==> config.mk <==
export PLATFORM = sky130hd
export DESIGN_NAME = ram_access_arbiter
export DESIGN_NICKNAME = d
export VERILOG_FILES = /design/src/rtl/ram_access_arbiter.sv
export SDC_FILE = /design/constraint.sdc
export NUM_CORES = 1
export LEC_CHECK = 0
export ABC_AREA = 1
export BUFFER_PORTS_ARGS = -buffer_cell sky130_fd_sc_hd__buf_4
export CORE_AREA = 2 2 193 195
export CTS_CLUSTER_DIAMETER = 30
export DETAILED_ROUTE_END_ITERATION = 8
export DIE_AREA = 0 0 195 197
export GPL_TIMING_DRIVEN = 0
export PLACE_DENSITY = 0.43
export SYNTH_ARGS = -nofsm -noshare
export SYNTH_HDL_FRONTEND = slang
export SYNTH_SLANG_ARGS = --single-unit
==> constraint.sdc <==
create_clock -name clk -period 1.3 [get_ports clk]
set_input_delay 0.195 -clock clk [delete_from_list [all_inputs] [get_ports clk]]
set_output_delay 0.195 -clock clk [all_outputs]
set_load 0.005 [all_outputs]
==> src/rtl/ram_access_arbiter.sv <==
// ram_access_arbiter: shares one single-port RAM between a host register-file
// port (read/write, fixed two-cycle latency) and a streaming core read port.
// The core has priority. Optional macro RAM_ARB_STARVE_GUARD_EN adds a starve
// counter that forces one host slot after starve_limit core reads while the
// host is waiting.
module ram_access_arbiter #(
  parameter int addrWidth    = 9,
  parameter int dataWidth    = 91,
  parameter int starve_limit = 16
) (
  input  logic                 clk,
  input  logic                 rst_n,
  input  logic                 host_req,
  input  logic                 host_we,
  input  logic [addrWidth-1:0] host_addr,
  input  logic [dataWidth-1:0] host_wdata,
  output logic                 host_ack,
  output logic [dataWidth-1:0] host_rdata,
  input  logic                 core_req,
  input  logic [addrWidth-1:0] core_addr,
  output logic                 core_stall,
  output logic                 core_valid,
  output logic [dataWidth-1:0] core_rdata,
  output logic [addrWidth-1:0] ram_addr,
  output logic [dataWidth-1:0] ram_wdata,
  input  logic [dataWidth-1:0] ram_rdata,
  output logic                 chip_select_n,
  output logic                 wr_en_n,
  output logic                 output_en_n
);

  typedef enum logic [1:0] {IDLE, CORE, HOST, ACK} state_t;

  state_t               state_q, state_d;
  logic                 core_vld_q, core_vld_d;
  logic                 host_we_q, host_we_d;
  logic [dataWidth-1:0] host_rdata_q, host_rdata_d;
  logic                 preempt;

`ifdef RAM_ARB_STARVE_GUARD_EN
  logic [7:0] starve_q, starve_d;

  // Preempt the core once the host has watched starve_limit core reads go by.
  always_comb begin
    preempt = (state_q == CORE) && core_req && host_req &&
              (starve_q == 8'(starve_limit));
  end

  // Count CORE cycles with a waiting host; cleared whenever CORE is left.
  always_comb begin
    starve_d = starve_q;
    if (state_d != CORE)
      starve_d = '0;
    else if (state_q == CORE && host_req)
      starve_d = starve_q + 8'd1;
  end

  // Starve counter register.
  always_ff @(posedge clk) begin
    if (!rst_n) starve_q <= '0;
    else        starve_q <= starve_d;
  end
`else
  assign preempt = 1'b0;
`endif

  // Next state, RAM strobes and port outputs.
  always_comb begin
    state_d       = state_q;
    core_vld_d    = 1'b0;
    host_we_d     = host_we_q;
    host_rdata_d  = host_rdata_q;
    host_rdata    = host_rdata_q;
    host_ack      = 1'b0;
    core_stall    = core_req;
    ram_addr      = host_addr;
    ram_wdata     = host_wdata;
    chip_select_n = 1'b1;
    wr_en_n       = 1'b1;
    output_en_n   = 1'b1;
    case (state_q)
      IDLE: begin
        if (core_req)      state_d = CORE;
        else if (host_req) state_d = HOST;
      end
      CORE: begin
        if (!core_req) begin
          state_d = host_req ? HOST : IDLE;
        end else if (preempt) begin
          state_d = HOST;
        end else begin
          ram_addr      = core_addr;
          chip_select_n = 1'b0;
          output_en_n   = 1'b0;
          core_stall    = 1'b0;
          core_vld_d    = 1'b1;
        end
      end
      HOST: begin
        chip_select_n = 1'b0;
        wr_en_n       = !host_we;
        output_en_n   = host_we;
        host_we_d     = host_we;
        state_d       = ACK;
      end
      ACK: begin
        host_ack = 1'b1;
        if (!host_we_q) begin
          host_rdata   = ram_rdata;
          host_rdata_d = ram_rdata;
        end
        state_d = core_req ? CORE : IDLE;
      end
      default: state_d = IDLE;
    endcase
    // While in reset nothing is issued and no ack is given.
    if (!rst_n) begin
      chip_select_n = 1'b1;
      wr_en_n       = 1'b1;
      output_en_n   = 1'b1;
      core_stall    = core_req;
      host_ack      = 1'b0;
      core_vld_d    = 1'b0;
      host_rdata    = host_rdata_q;
    end
  end

  assign core_valid = core_vld_q;
  assign core_rdata = ram_rdata;

  // State and pipeline registers.
  always_ff @(posedge clk) begin
    if (!rst_n) begin
      state_q      <= IDLE;
      core_vld_q   <= 1'b0;
      host_we_q    <= 1'b0;
      host_rdata_q <= '0;
    end else begin
      state_q      <= state_d;
      core_vld_q   <= core_vld_d;
      host_we_q    <= host_we_d;
      host_rdata_q <= host_rdata_d;
    end
  end

endmodule

== After elaboration in Yosys (flattened, before gate mapping) ==
Cells that the tools add are included.
Operators by class
  $add $sub $neg: 0
  div/mod/pow operators: 0
  shift-type cells: 0
  bitwise logic cells: 0
  mux-type cells: 23
  equality and inequality tests: 5
  order comparisons: 0
  multiply operators: 0
  reductions and logical operators: 4
Operators by type and width (count)
  2-to-1 mux 91 bit: 3
  2-to-1 mux 9 bit: 2
  2-to-1 mux 1 bit: 11
  2-to-1 mux 2 bit: 4
  case mux 2 bit (4 select lines): 1
  equality test 2 bit (second input constant): 2
  case mux 1 bit (2 select lines): 2
  AND reduction 2 bit: 2
  != test 3 bit (second input constant): 1
  equality test 2 x 1 -> 1 bit (second input constant): 1
  zero test 2 bit: 1
  != test 2 bit (second input constant): 1
  zero test 1 bit: 1
Word-level totals
  memories kept: 0
  output and inout port bits: 288
  memory bits (read-only): 0
  flip-flop bits (word level): 95
  word-level logic and storage cells: 36
  memory bits (writable): 0
  latch bits: 0
  input port bits: 205

== Depth between registers and ports, before layout ==
  depth in word-level cells: 3
  depth in mapped cells: 8
  depth with buffers taken out: 8

== Least setup slack after synthesis ==
No wires, ideal clock.
  path type: reg2out
  start point: reg state_q[0]
  end point: out host_rdata[17]
  required time: 1.105 ns
  path buffers: 2
  stages on the path, launching flop included: 7
  arrival time: 1.148 ns
  path slack: -0.043 ns
  path through: dfxtp_1 ha_1 nand2_1 buf_6 buf_6 o21ai_1 o21ai_1
On the way
  cells in the longest elaborated chain, start to end: 3
RTL lines
  start: declaration: line 34  | state_t state_q, state_d;
  start signal: assignment: line 139  | state_q <= state_d;
  equality test 2 bit: line 81  | case (state_q)
  2-to-1 mux 91 bit: line 81
  2-to-1 mux 91 bit: line 117  | if (!rst_n) begin
  end: declaration: line 18  | output logic [dataWidth-1:0] host_rdata,
Every way passes these cells.

== Worst setup path after layout ==
  start point: reg state_q[1]
  end point: out host_rdata[31]
Same word-level chain as after synthesis.

==> qor.csv <==
metric,value,unit
Worst Path Required,1.11,ns
Synth Cell Area,5822,um2
largest net degree at the start of global routing,16,
Max Cap Viol,0,
Root Buffer,clkbuf_16,
layout cells sized above 1,0.6224,
failing checks,negative setup slack,
"top cells by area, synth","dfxtp_1 33%, buf_4 25%, o21ai_1 15%",
layout net count,1492,
IO Pins,493,
area of the multi-input gates,3092,um2
P_leak,0.005221,uW
H-tree levels,3,
Yosys reg bits,95,
IO buf count,400,
Final period util,1.515,
Hold Path Depth,3,
Core Region,36260,um2
Hold Path Class,in -> reg,
relative slew slack,0.2968,
Fin. Hold Viols,0,
TritonCTS clock tree,done,
Netlist cell types,17,
net count after synthesis,1056,
Cells after Synth,846,
Die X,195,um
# diodes,0,
share of the synthesized area in the top cell type,0.3267,
DRT iter0 DRCs,131,
crit path time final,1.969,ns
All-Layer GR Usage,0.1222,
final-report setup violation count,165,
max frequency,507.8,MHz
worst-path fanout max,6,
area grow syn2layout,92.84,%
drt via density,3.813,
"non-filler cells, final",1755,
vias in the first global route,6057,
WS Path Type,reg -> out,
fillcell total,3905,
detailed-route wire length per cell,14.55,um
Pins Over Slew Limit,0,
slew at the pin closest to its max-slew limit,1.055,ns
Yosys warning total,0,
Clock Latency Late Sink,0.35,ns
Final Skew,0.01337,ns
Residual DRC,0,
synthesized area per cell,6.882,um2
placed cells,1714,
Initial Util,0.1606,
Yosys top cell by area,dfxtp_1,
VDD IR max,0.5853,mV
CP arrival,1.77,ns
gp weighted congestion,0.7306,
crit end category,output port,
total power,14850,uW
Reg2Reg Depth,6,
final setup TNS,-63.86,ns
HPWL after DPL,18.83,mm
outcome,"complete, but fails checks",
"CTS clk-pin slew, worst paths",0.08,ns
Critical Path Source,state_q[1],
Die H,197,um
Overflow after GRT,0,
DRT antenna net count,0,
pwr dens,1322,nW/um2
CTS sink cnt,95,
Startpoint Class,register,
initial antenna violation count,0,
Row Count,70,
WL final,25.54,mm
R2R Setup Slk,-0.05,ns
"Seq/Total Area, Yosys",0.3267,
final worst setup slack,-0.6695,ns
Critical Path End,host_rdata[31],
Clock Path Buffers,2,
storage element area,1909,um2
Vias,6692,
reg-to-reg endpoint,host_rdata_q[8],
Worst R2R Start,state_q[1],
die footprint,38420,um2
RSZ-0062 raised after global routing,yes,
first-pass GRT wire length,35.67,mm
total CTS buffers,9,
drt first pass iters,4,
cell type report:
type	instances	share of cell area
repair buffers	425	0.3071
multi-input cells	518	0.2754
clock inverters	4	0.004792
well taps	468	0.05216
flip-flops and latches	95	0.1701
clock buffers	12	0.02285
inverters	10	0.005572
plain buffers	223	0.1620
sequential cells by signal, indices dropped and copies added, names as in the netlist:
name          count
host_rdata_q     91
state_q           2
host_we_q         1
core_valid        1
report_power, final:
| group | switching (uW) | internal [uW] | leakage, uW | total [uW] |
|---|---|---|---|---|
| clock network | 1310 | 1610 | 0.000145 | 2920 |
| logic | 3790 | 4280 | 0.00430 | 8060 |
| registers | 310 | 3550 | 0.000772 | 3860 |
Yosys cell counts:
master,n
inv_1,8
o21ai_0,2
ha_1,5
nor2_1,188
inv_2,2
nand4_1,1
nand2_1,136
o211ai_1,1
buf_6,10
buf_2,15
nand3_1,2
a21oi_1,2
o21ai_1,180
buf_4,192
o31ai_1,1
clkbuf_1,6
dfxtp_1,95
placed cells by master, fill, tap and decap left out, types with 5 or more instances in the layout:
cell type  instances
buf_4            596
buf_6             15
buf_12            10
o21ai_1           73
buf_16             5
nor2_1           184
nand2_1          122
o21ai_2           70
o21ai_4           39
clkbuf_16         16
clkbuf_1           6
nand2_2           11
ha_4               5
dfxtp_1           93
worst max-delay path, cell delays in order, from the launching register on:
cell and delay, ns:
dfxtp_4 0.37, ha_4 0.18, nand2_8 0.14, buf_16 0.18
clkbuf_16 0.17, o21ai_2 0.06, o21ai_1 0.17, buf_4 0.14
metrics by stage:
| step | area [um2] | hold slack (ns) | util | setup slack [ns] |
|---|---|---|---|---|
| after detailed placement | 9417 | 0.4682 | 0.2597 | -0.7471 |
| final | 11230 | 0.08962 | 0.3096 | -0.6695 |
| after global placement | 9417 | 0.4608 | 0.2597 | -0.7014 |
| after CTS | 10230 | 0.07192 | 0.2823 | -0.6893 |
| after global routing | 11230 | 0.07247 | 0.3096 | -0.7646 |
| after floorplan | 5828 | 0.3589 | - | 0.005580 |
cell families after synthesis:
group	share of synthesized area
fa+ha+maj	0.01075
simple gates	0.2117
buf+inv	0.2901
compound gates	0.1608
flops	0.3267
routing by layer:
layer	vias up	track usage	wire (um)
met2	272	0.2316	13670
met5	-	0	0
met3	10	0.02875	1634
met1	2991	0.1400	10030
li1	3419	-	-
met4	0	0.02149	207
how the worst min path moves through the flow:
stage,startpoint,endpoint,slack (ns)
4_1_cts,ram_rdata[69],host_rdata_q[69],0.07
5_1_grt,ram_rdata[69],host_rdata_q[69],0.07
3_3_place_gp,ram_rdata[88],host_rdata_q[88],0.46
2_1_floorplan,ram_rdata[17],host_rdata_q[17],0.36
6_report,ram_rdata[69],host_rdata_q[69],0.09
3_5_place_dp,ram_rdata[34],host_rdata_q[34],0.47
what timing repair did:
action                     in CTS  in global routing
gates resized for setup        97                162
setup endpoints to repair     196                195
pin swaps                      25                 40
gates cloned                    4                  7
setup buffers                   4                 10
hold buffers                    0                  0
Power figures use the tool's default switching activity.
